`config.mk`:
```
export PLATFORM = sky130hd
export DESIGN_NAME = deser_rx
export DESIGN_NICKNAME = d
export VERILOG_FILES = /design/src/rtl/deser_pkg.sv /design/src/rtl/deser_shift_stage.sv /design/src/rtl/deser_rx.sv
export SDC_FILE = /design/constraint.sdc
export NUM_CORES = 1
export LEC_CHECK = 0
export BUFFER_PORTS_ARGS = -buffer_cell sky130_fd_sc_hd__buf_2
export CAP_MARGIN = 15
export CORE_MARGIN = 4
export CORE_UTILIZATION = 47
export DETAILED_ROUTE_END_ITERATION = 6
export PLACE_DENSITY = 0.7
export SKIP_CTS_REPAIR_TIMING = 1
export SLEW_MARGIN = 20
export SYNTH_ARGS = -nofsm -noshare
export SYNTH_HDL_FRONTEND = slang
export SYNTH_SLANG_ARGS = --single-unit
```
`constraint.sdc`:
```
create_clock -name clk -period 1.5 [get_ports clk]
set_input_delay 0.3 -clock clk [delete_from_list [all_inputs] [get_ports clk]]
set_output_delay 0.3 -clock clk [all_outputs]
set_load 0.02 [all_outputs]
```
`src/rtl/deser_pkg.sv`:
```
// Shared types and constants for the deser_rx serial receiver.
// DESER_PARITY_EN adds one even-parity bit after each word's data bits.
package deser_pkg;

    typedef enum logic [1:0] {
        IDLE,
        SHIFT,
        PAR
    } state_t;

    localparam string DIR_LEFT  = "left";
    localparam string DIR_RIGHT = "right";

`ifdef DESER_PARITY_EN
    localparam int unsigned PAR_BITS = 1;
`else
    localparam int unsigned PAR_BITS = 0;
`endif

endpackage

```
`src/rtl/deser_shift_stage.sv`:
```
// Shift register, bit counter and parity accumulator for deser_rx.
// DESER_PARITY_EN: a frame ends with one parity bit that is compared, not shifted.
module deser_shift_stage
    import deser_pkg::*;
#(
    parameter int unsigned num_bits = 8,
    parameter string       dir      = DIR_LEFT
) (
    input  logic                clk,
    input  logic                reset,
    input  logic                sdi,
    input  logic                sen,
    output logic [num_bits-1:0] o_word,
    output logic                o_last_data,
    output logic                o_done,
    output logic                o_perr
);

    localparam int unsigned    CW        = $clog2(num_bits + 1);
    localparam logic [CW-1:0]  LAST_DATA = CW'(num_bits - 1);
    localparam logic [CW-1:0]  LAST_BIT  = CW'(num_bits - 1 + PAR_BITS);
    localparam bit             LEFT      = (dir != DIR_RIGHT);

    logic [num_bits-1:0] r_sreg;
    logic [CW-1:0]       r_cnt;
    logic [num_bits-1:0] w_shifted;
    logic                w_data_bit;

    generate
        if (LEFT) begin : g_left
            assign w_shifted = {r_sreg[num_bits-2:0], sdi};
        end else begin : g_right
            assign w_shifted = {sdi, r_sreg[num_bits-1:1]};
        end
    endgenerate

    assign w_data_bit  = (r_cnt <= LAST_DATA);
    assign o_last_data = sen && (r_cnt == LAST_DATA);
    assign o_done      = sen && (r_cnt == LAST_BIT);

    always_ff @(posedge clk or negedge reset) begin
        if (!reset) begin
            r_sreg <= '0;
            r_cnt  <= '0;
        end else if (sen) begin
            r_cnt <= o_done ? '0 : r_cnt + CW'(1);
            if (w_data_bit)
                r_sreg <= w_shifted;
        end else begin
            r_cnt <= '0;
        end
    end

`ifdef DESER_PARITY_EN
    logic r_par;

    always_ff @(posedge clk or negedge reset) begin
        if (!reset)
            r_par <= 1'b0;
        else if (sen && w_data_bit)
            r_par <= (r_cnt == '0) ? sdi : (r_par ^ sdi);
    end

    // The completing edge carries the parity bit, so the word is the register as it stands.
    assign o_word = r_sreg;
    assign o_perr = r_par ^ sdi;
`else
    assign o_word = w_shifted;
    assign o_perr = 1'b0;
`endif

endmodule

```
`src/rtl/deser_rx.sv`:
```
// Serial-in/parallel-out receiver with a valid/ready output buffer and overrun/abort flags.
// DESER_PARITY_EN enables the PAR state and the perr qualifier on par_out.
module deser_rx
    import deser_pkg::*;
#(
    parameter int unsigned num_bits = 8,
    parameter string       dir      = DIR_LEFT
) (
    input  logic                clk,
    input  logic                reset,
    input  logic                sdi,
    input  logic                sen,
    input  logic                ready,
    input  logic                clr,
    output logic [num_bits-1:0] par_out,
    output logic                valid,
    output logic                ovf,
    output logic                abort,
    output logic                perr
);

    state_t              r_state, w_next;
    logic [num_bits-1:0] r_par_out;
    logic                r_valid, r_ovf, r_abort, r_perr;
    logic [num_bits-1:0] w_word;
    logic                w_last_data, w_done, w_perr, w_abort, w_load;

    deser_shift_stage #(
        .num_bits (num_bits),
        .dir      (dir)
    ) u_shift (
        .clk         (clk),
        .reset       (reset),
        .sdi         (sdi),
        .sen         (sen),
        .o_word      (w_word),
        .o_last_data (w_last_data),
        .o_done      (w_done),
        .o_perr      (w_perr)
    );

    always_ff @(posedge clk or negedge reset) begin
        if (!reset)
            r_state <= IDLE;
        else
            r_state <= w_next;
    end

    always_comb begin
        w_next = r_state;
        case (r_state)
            IDLE:    if (sen) w_next = SHIFT;
            SHIFT: begin
                if (!sen)
                    w_next = IDLE;
                else if (w_last_data)
                    w_next = (PAR_BITS != 0) ? PAR : IDLE;
            end
            PAR:     w_next = IDLE;
            default: w_next = IDLE;
        endcase
    end

    always_comb begin
        w_abort = (r_state != IDLE) && !sen;
    end

    // A completing word may replace the buffered one only if that one is leaving on this edge.
    assign w_load = !r_valid || ready;

    always_ff @(posedge clk or negedge reset) begin
        if (!reset) begin
            r_par_out <= '0;
            r_valid   <= 1'b0;
            r_perr    <= 1'b0;
            r_ovf     <= 1'b0;
            r_abort   <= 1'b0;
        end else begin
            r_abort <= w_abort;
            if (w_done && w_load) begin
                r_par_out <= w_word;
                r_valid   <= 1'b1;
                r_perr    <= w_perr;
            end else if (r_valid && ready) begin
                r_valid <= 1'b0;
                r_perr  <= 1'b0;
            end
            if (w_done && !w_load)
                r_ovf <= 1'b1;
            else if (clr)
                r_ovf <= 1'b0;
        end
    end

    assign par_out = r_par_out;
    assign valid   = r_valid;
    assign ovf     = r_ovf;
    assign abort   = r_abort;
    assign perr    = r_perr;

endmodule

```
==> flow_metrics.py <==
metrics = {
    "critical_path": {
        "arrival_ps": 1640,
        "worstPathMaxFanout": 8,
        "required_ps": 1700,
        "end_kind": "register",
        "cp-start-kind": "register",
        "path_class": "reg -> reg",
    },
    "clocking": {
        "htreeDepth": 1,
        "clkLatencyLatePin_ps": 300,
        "cts_sinks": 23,
        "ctsRootBufferMaster": "clkbuf_4",
        "clockBufferDepth": 2,
        "cts_tree": "done",
        "numCtsBuffers": 3,
        "cts.clk_slew.worst_paths_ps": 110,
    },
    "grt": {
        "grt_pass1_wl_mm": 2.35,
        "grt_pass1_vias": 522,
        "grtUsageTotal": 0.120,
        "antenna_found_initial": 0,
        "grt_overflow": 0,
        "grt_max_degree": 24,
    },
    "drt": {
        "drc_errors": 0,
        "wire_per_inst_um": 12.5,
        "wl_mm": 1.40,
        "viasPerCell": 4.71,
        "drt_first_pass_iters": 2,
        "drtIter0Drc": 2,
        "vias": 528,
        "postRouteAntennaNets": 0,
    },
    "synth": {
        "synth_cell_type_count": 22,
        "seq_area_frac_synth": 0.613,
        "avgSynthCellArea_um2": 14.7,
        "synth_warnings": 0,
        "syn_inst": 64,
        "synth-seq-cells": 23,
        "synthesis.nets": 71,
        "syn_area_um2": 940,
    },
    "final_layout": {
        "diodes": 0,
        "drive_above_1_share": 0.483,
        "fin_util": 0.627,
        "area_growth_pct": 20.2,
        "nets": 95,
    },
    "sta": {
        "period_share": 0.964,
        "post-route-min-period_ps": 1450,
        "totalNegativeSetupSlack_ps": 0,
        "setup_viol": 0,
        "fmax_mhz": 691,
        "final_hold_viol_count": 0,
        "drv_slew": 0,
        "skew_ps": 3.12,
    },
    "die": {
        "die_area_um2": 2780,
        "ios": 18,
        "start_util": 0.522,
        "die_height_um": 52.7,
        "die_w_um": 52.7,
        "rows": 15,
        "design.core.area_um2": 1800,
    },
    "placed_design": {
        "gp_congestion": 0.738,
        "io_buffers": 16,
        "dp_hpwl_mm": 1.02,
    },
    "power": {
        "leakage_nw": 0.601,
        "power-per-cell-area_nw_per_um2": 1060,
        "ir_drop_mv": 0.879,
    },
    "run": {
        "maxCapViolCount": 0,
    },
    "status": {
        "outcome": "completed",
    },
    "min_path": {
        "hp-class": "in -> reg",
    },
}
cell usage after synthesis, drive strengths merged:
master,instances,area (um2)
dfrtp,23,576
mux2,15,199
nor2,4,15.0
buf,3,23.8
inv,3,11.3
nor2b,3,21.3
nand2,2,7.51
and2,1,6.26
conb,1,3.75
ha,1,12.5
mux2i,1,10.0
nand2b,1,6.26
nand3,1,5.00
nand4b,1,15.0
o21a,1,7.51
o21ai,1,5.00
o22ai,1,6.26
xor2,1,8.76
where the power goes:
part           internal, W  switching, W
registers         0.000699     0.0000538
clock network     0.000104      0.000161
logic             0.000102     0.0000826
cells by family after synthesis:
group | after synthesis | share of synthesized area
AOI/OAI and AO/OA | 3 | 0.0200
xor gates and xnor gates | 1 | 0.00932
adders and majority gates | 1 | 0.0133
buffers and inverters | 6 | 0.0373
DFF | 23 | 0.613
muxes | 16 | 0.222
other | 1 | 0.00399
and+or+nand+nor | 13 | 0.0812
cell type report:
type	count	area [um2]
Clock buffer	4	26.3
Fill cell	152	672
Inverter	3	11.3
Multi-Input combinational cell	35	345
Sequential cell	23	576
Tap cell	25	31.3
Timing Repair Buffer	22	140
worst paths after layout:
check                            startpoint                 to  slack (ps)  cells past startpoint
setup reg to reg           u_shift.r_cnt[0]         par_out[3]          50                      5
hold reg to reg            u_shift.r_cnt[0]   u_shift.r_cnt[0]         480                      1
hold / removal                          clr                ovf         180                      2
max in group asynchronous             reset  u_shift.r_sreg[6]         690                      2
min in group asynchronous             reset              abort         490                      2
setup / recovery           u_shift.r_cnt[0]         par_out[3]          50                      5
sequential cells by signal, summed over array words and instances, names as in the netlist:
| signal | count |
|---|---|
| u_shift.r_sreg | 7 |
| par_out | 8 |
| u_shift.r_cnt | 4 |
| valid | 1 |
| abort | 1 |
| ovf | 1 |
| r_state | 1 |
routing by layer:
layer	wire length [um]	part of all wire	track usage	vias up
met3	103	0.073	0.0541	5
met2	633	0.45	0.178	15
met5	0	0	0	-
met1	641	0.46	0.151	251
met4	24	0.017	0.0511	0
li1	-	-	-	257
stage by stage:
step | area (um2) | setup WS (ps) | std cells | total power, W | hold slack [ps]
CTS | 1100 | 41.2 | 110 | 0.00121 | -48.9
finish | 1130 | 53.4 | 112 | 0.00120 | 175
detailed placement | 1070 | 67.1 | 106 | 0.000947 | 293
global placement | 1070 | 102 | 106 | 0.000935 | 290
floorplan | 940 | 66.8 | 64 | 0.000877 | 4.41
global route | 1130 | -12.2 | 112 | 0.00127 | 154
cells in the final DEF (no fill, tap or decap):
master	instances
mux2i_1	1
and2_1	1
nand2b_1	1
nor2b_4	1
o21ai_0	1
ha_2	1
conb_1	1
o22ai_1	1
dlygate4sd3_1	1
xor2_1	1
nand2_1	2
nand4b_4	1
o21a_1	1
dfrtp_1	23
nand3_1	1
nor2b_1	2
clkbuf_1	1
mux2_2	7
buf_2	16
buf_4	4
inv_1	3
clkbuf_4	3
mux2_4	8
buf_12	1
nor2_1	4
worst max-delay path: stages, from the launching register on:
cell	delay, ps
dfrtp_1	390
ha_2	220
nand4b_4	130
nor2b_4	150
buf_12	140
mux2_4	300
No activity file was read; power rests on OpenSTA's default activity.
